## config.mk

```make
export PLATFORM = sky130hd
export DESIGN_NAME = serial_adder_ctrl
export DESIGN_NICKNAME = d
export VERILOG_FILES = /design/src/rtl/serial_adder_ctrl.sv
export SDC_FILE = /design/constraint.sdc
export NUM_CORES = 1
export LEC_CHECK = 0
export CORE_UTILIZATION = 35
export DETAILED_ROUTE_END_ITERATION = 8
export PLACE_DENSITY_LB_ADDON = 0.15
export SYNTH_ARGS = -nofsm -noshare
export SYNTH_HDL_FRONTEND = slang
export SYNTH_SLANG_ARGS = --single-unit
```

## constraint.sdc

```tcl
create_clock -name clk -period 2.4 [get_ports clk]
set_input_delay 0.48 -clock clk [delete_from_list [all_inputs] [get_ports clk]]
set_output_delay 0.48 -clock clk [all_outputs]
set_load 0.005 [all_outputs]
```

## src/rtl/serial_adder_ctrl.sv

```systemverilog
// Bit-serial adder: one full-adder slice reused over N cycles, LSB first.
// Start/busy/done handshake; optional subtract via SERIAL_ADDER_SUB_EN.
//
// Ports:
//   clk, rst   clock (rising edge), async active-high reset
//   start      request, sampled in IDLE or DONE only
//   a, b, c_in operands and carry-in, captured on accepted start
//   sub        subtract select (only when SERIAL_ADDER_SUB_EN is defined)
//   busy       high while the slice is iterating
//   done       one-cycle pulse when sum/c_out are updated
//   sum, c_out result, held until the next result lands
module serial_adder_ctrl #(
    parameter int N = 8
) (
    input  logic         clk,
    input  logic         rst,
    input  logic         start,
    input  logic [N-1:0] a,
    input  logic [N-1:0] b,
    input  logic         c_in,
`ifdef SERIAL_ADDER_SUB_EN
    input  logic         sub,
`endif
    output logic         busy,
    output logic         done,
    output logic [N-1:0] sum,
    output logic         c_out
);

    localparam int CW = $clog2(N);
    localparam logic [CW-1:0] LAST = CW'(N - 1);

    typedef enum logic [1:0] {
        S_IDLE,
        S_RUN,
        S_DONE
    } state_t;

    state_t state_q;
    state_t state_d;

    logic          accept;
    logic          last_bit;
    logic [N-1:0]  a_sr;
    logic [N-1:0]  b_sr;
    logic [N-1:0]  sum_sr;
    logic [N-1:0]  sum_nx;
    logic          cy;
    logic          cy_nx;
    logic          s_bit;
    logic [CW-1:0] cnt;
    logic [N-1:0]  b_cap;
    logic          cy_cap;

    // Subtraction is a + ~b + 1: invert b and seed the carry with 1.
`ifdef SERIAL_ADDER_SUB_EN
    assign b_cap  = sub ? ~b : b;
    assign cy_cap = sub ? 1'b1 : c_in;
`else
    assign b_cap  = b;
    assign cy_cap = c_in;
`endif

    assign last_bit = (cnt == LAST);
    assign s_bit    = a_sr[0] ^ b_sr[0] ^ cy;
    assign cy_nx    = (a_sr[0] & b_sr[0]) | (a_sr[0] & cy) | (b_sr[0] & cy);

    // New bit enters at the MSB; after N shifts bit 0 has reached sum[0].
    always_comb begin
        sum_nx        = sum_sr >> 1;
        sum_nx[N-1]   = s_bit;
    end

    always_ff @(posedge clk or posedge rst) begin
        if (rst) begin
            state_q <= S_IDLE;
        end else begin
            state_q <= state_d;
        end
    end

    always_comb begin
        state_d = state_q;
        busy    = 1'b0;
        done    = 1'b0;
        accept  = 1'b0;
        unique case (state_q)
            S_IDLE: begin
                if (start) begin
                    accept  = 1'b1;
                    state_d = S_RUN;
                end
            end
            S_RUN: begin
                busy = 1'b1;
                if (last_bit) begin
                    state_d = S_DONE;
                end
            end
            S_DONE: begin
                done = 1'b1;
                if (start) begin
                    accept  = 1'b1;
                    state_d = S_RUN;
                end else begin
                    state_d = S_IDLE;
                end
            end
            default: state_d = S_IDLE;
        endcase
    end

    always_ff @(posedge clk or posedge rst) begin
        if (rst) begin
            a_sr   <= '0;
            b_sr   <= '0;
            sum_sr <= '0;
            cy     <= 1'b0;
            cnt    <= '0;
            sum    <= '0;
            c_out  <= 1'b0;
        end else if (accept) begin
            a_sr <= a;
            b_sr <= b_cap;
            cy   <= cy_cap;
            cnt  <= '0;
        end else if (state_q == S_RUN) begin
            a_sr   <= a_sr >> 1;
            b_sr   <= b_sr >> 1;
            cy     <= cy_nx;
            sum_sr <= sum_nx;
            if (last_bit) begin
                sum   <= sum_nx;
                c_out <= cy_nx;
            end else begin
                cnt <= cnt + 1'b1;
            end
        end
    end

endmodule

```

==> flow_metrics.py <==
metrics = {
    "logic_synthesis": {
        "ys_types": 26,
        "yosysSeqAreaShare": 0.5617,
        "synth_top_area_share": 0.5617,
        "synth-seq-cells": 38,
        "synth_most_common_cell": "dfrtp_1",
        "avgSynthCellArea_um2": 11.60,
        "syn-cell-area_mm2": 0.001693,
        "async_flop_share": 1.000,
        "yosysWarnings": 0,
        "synth_nets": 169,
        "synth_edf_count": 0,
        "synthTopCellsByArea": "dfrtp_1 (56%), mux2_4 (8.0%), a21oi_2 (5.2%)",
        "synthesis.instances": 146,
        "netlist_top_cells_count": "dfrtp_1 (38), nand2_1 (23), inv_1 (16)",
        "yosys_most_used_dff": "dfrtp_1",
        "yosys.area.top_type": "dfrtp_1",
    },
    "timing": {
        "finalSetupTns_ns": 0,
        "worst_pin_slew_ns": 0.5238,
        "relSlewSlack": 0.6508,
        "hold_ws_ns": 0.4895,
        "fmax_mhz": 452.3,
        "rsz0062_at_grt": "no",
        "final-setup-viol-count": 0,
        "hold_violations": 0,
        "skew_ns": 0.01045,
        "fin_crit_sh": 0.9212,
        "drv_slew": 0,
        "min_period_ns": 2.211,
    },
    "power": {
        "power.switching_w": 0.0009768,
        "seq_power_share": 0.396,
        "sw_frac_of_total": 0.3343,
        "p_leak_nw": 1.036,
        "irDropWorstVdd_v": 0.0005160,
        "p_comb_frac": 0.378,
        "p_per_area_mw_per_mm2": 1336,
        "intPower_w": 0.001945,
        "clkPwrFrac": 0.226,
    },
    "route": {
        "dr.pass1.iters": 6,
        "ant_nets": 0,
        "drt_iter0_markers": 75,
        "wirelength_um": 3293,
        "vias": 1177,
        "drc": 0,
        "vias_per_cell": 5.030,
        "routedWlPerCell_um": 14.07,
    },
    "worst_setup_path": {
        "path_max_fanout": 16,
        "crit_path_max_incr_delay_ns": 0.67,
        "crit_type": "flop to primary output",
        "worst_r2r_path_depth": 5,
        "path_depth": 3,
        "endpoint": "busy",
        "crit_buf_inv": 2,
        "critPathCaptureType": "primary output",
        "r2r-end": "cnt[2]$_DFFE_PP0P_",
        "r2r_start": "cnt[0]$_DFFE_PP0P_",
        "critPathLaunchType": "flop",
        "r2r_setup_slack_ns": 0.70,
        "cpMaxStageDelayCell": "dfrtp_1",
        "critical_path.cell_chain": "nand2b_4 > inv_4 > clkdlybuf4s50_1",
        "required_ns": 1.92,
        "cp_top_family": "flip-flops",
        "worstPathArrival_ns": 1.73,
        "critPathLaunch": "state_q[0]$_DFFE_PP0P_",
    },
    "placement": {
        "placed_cell_area_mm2": 0.002049,
        "port_buffers": 30,
        "hpwl_um": 2282,
        "routabilityCongestion": 0.7686,
    },
    "min_path": {
        "hold_depth": 2,
        "hp-class": "flop to flop",
    },
    "floorplan": {
        "die_h_um": 71.55,
        "die-width_um": 71.55,
        "start_util": 0.3758,
        "core-area_mm2": 0.004504,
        "rows": 24,
        "die-area_mm2": 0.005119,
        "io_pins": 31,
    },
    "finish": {
        "drive_gt1_frac": 0.1813,
        "stdcell_area_mm2": 0.002187,
        "seq_area_um2": 950.9,
        "layout.nets": 204,
        "multiInputGateArea_um2": 644.4,
        "diodes": 0,
        "fillers": 413,
        "syn2layout_area_growth_pct": 29.19,
    },
    "cts": {
        "insertion_delay_ns": 0.30,
        "htreeDepth": 2,
        "cts-resized-gates": 0,
        "holdBufCountCts": 0,
        "clockRootBuffer": "clkbuf_8",
        "clkTransAtPathRegs_ns": 0.08,
        "clock_path_buffers": 2,
        "cts.sinks": 38,
        "cts_tree": "yes",
        "postCtsSetupBuffers": 0,
        "numCtsBuffers": 5,
    },
    "global_routing": {
        "antenna_found_initial": 0,
        "grt_pass1_vias": 1234,
        "top_usage_layer": "met2",
        "grt-ovfl-total": 0,
        "gr-usage-met2": 0.2413,
        "grt_util_met3": 0.03516,
        "grt_util_met1": 0.1732,
        "grt_max_degree": 39,
        "grt_pass1_wl_um": 5616,
        "grt_usage": 0.1446,
    },
    "outcome": {
        "status": "complete, no violations",
    },
    "run": {
        "cap_viol_max_count": 0,
    },
}
==> cell usage in the layout (no fill, tap or decap), types with 3 or more instances in the layout <==
cell             instances
clkbuf_8                 5
a21oi_2                 10
buf_4                    3
mux2_4                   9
clkdlybuf4s50_1         30
o22ai_1                 13
dfrtp_1                 38
nand2_1                 23
inv_1                   16
nor2b_1                  4
a21oi_1                  6
==> kinds of logic (layout without fill, tap and decap cells) <==
group	count (synthesis)	in the layout	share of synthesized area
flops	38	38	0.5617
compound gates	37	37	0.1559
simple gates	34	34	0.1013
buf+inv	22	58	0.05765
mux	11	11	0.09165
fa+ha+maj	3	3	0.02661
xor+xnor	1	1	0.005175
==> power groups by stage <==
stage | Combinational, W | Sequential [W] | Clock [W]
after detailed placement | 0.00112 | 0.00117 | 0
after floorplan | 0.000800 | 0.00110 | 0
after global placement | 0.00109 | 0.00115 | 0
after global routing | 0.00123 | 0.00120 | 0.000702
final | 0.00110 | 0.00116 | 0.000661
after CTS | 0.00112 | 0.00116 | 0.000672
==> sequential cells by signal, summed over array words and instances, names as in the netlist <==
signal	cells
sum_sr	7
b_sr	8
sum	8
c_out	1
state_q	2
a_sr	8
cy	1
cnt	3
==> worst min-delay path, stage by stage (launching register included) <==
cell,delay (ns)
dfrtp_1,0.35
nand2_1,0.05
nand2_1,0.06
==> worst min path at each step <==
stage	startpoint	end	slack (ns)
floorplan	sum_sr[1]$_DFFE_PP0P_	sum_sr[1]$_DFFE_PP0P_	0.45
global placement	sum_sr[1]$_DFFE_PP0P_	sum_sr[1]$_DFFE_PP0P_	0.47
detailed placement	sum_sr[1]$_DFFE_PP0P_	sum_sr[1]$_DFFE_PP0P_	0.47
CTS	sum_sr[1]$_DFFE_PP0P_	sum_sr[1]$_DFFE_PP0P_	0.49
global route	sum_sr[2]$_DFFE_PP0P_	sum_sr[1]$_DFFE_PP0P_	0.54
finish	sum_sr[1]$_DFFE_PP0P_	sum_sr[1]$_DFFE_PP0P_	0.49
==> metrics by stage <==
stage | std cells | total power [W] | utilization | worst slack [ns]
2_1_floorplan | 146 | 0.001903 | - | 0.8909
3_3_place_gp | 226 | 0.002238 | 0.4550 | 0.5159
3_5_place_dp | 226 | 0.002287 | 0.4550 | 0.4690
4_1_cts | 234 | 0.002949 | 0.4856 | 0.1785
5_1_grt | 234 | 0.003128 | 0.4856 | 0.1254
6_report | 234 | 0.002922 | 0.4856 | 0.1892
==> routing by layer <==
layer  share of wire  vias up
li1                -      567
met1            0.45      574
met2            0.48       29
met3           0.039        7
met4           0.022        0
met5               0        -
==> final cells by class <==
class,count,share of cell area
Tap cell,52,0.02975
Clock inverter,3,0.03146
Multi-Input combinational cell,86,0.2946
Timing Repair Buffer,33,0.1476
Inverter,17,0.03032
Clock buffer,5,0.03146
Sequential cell,38,0.4348
(Power assumes the default switching activity.)
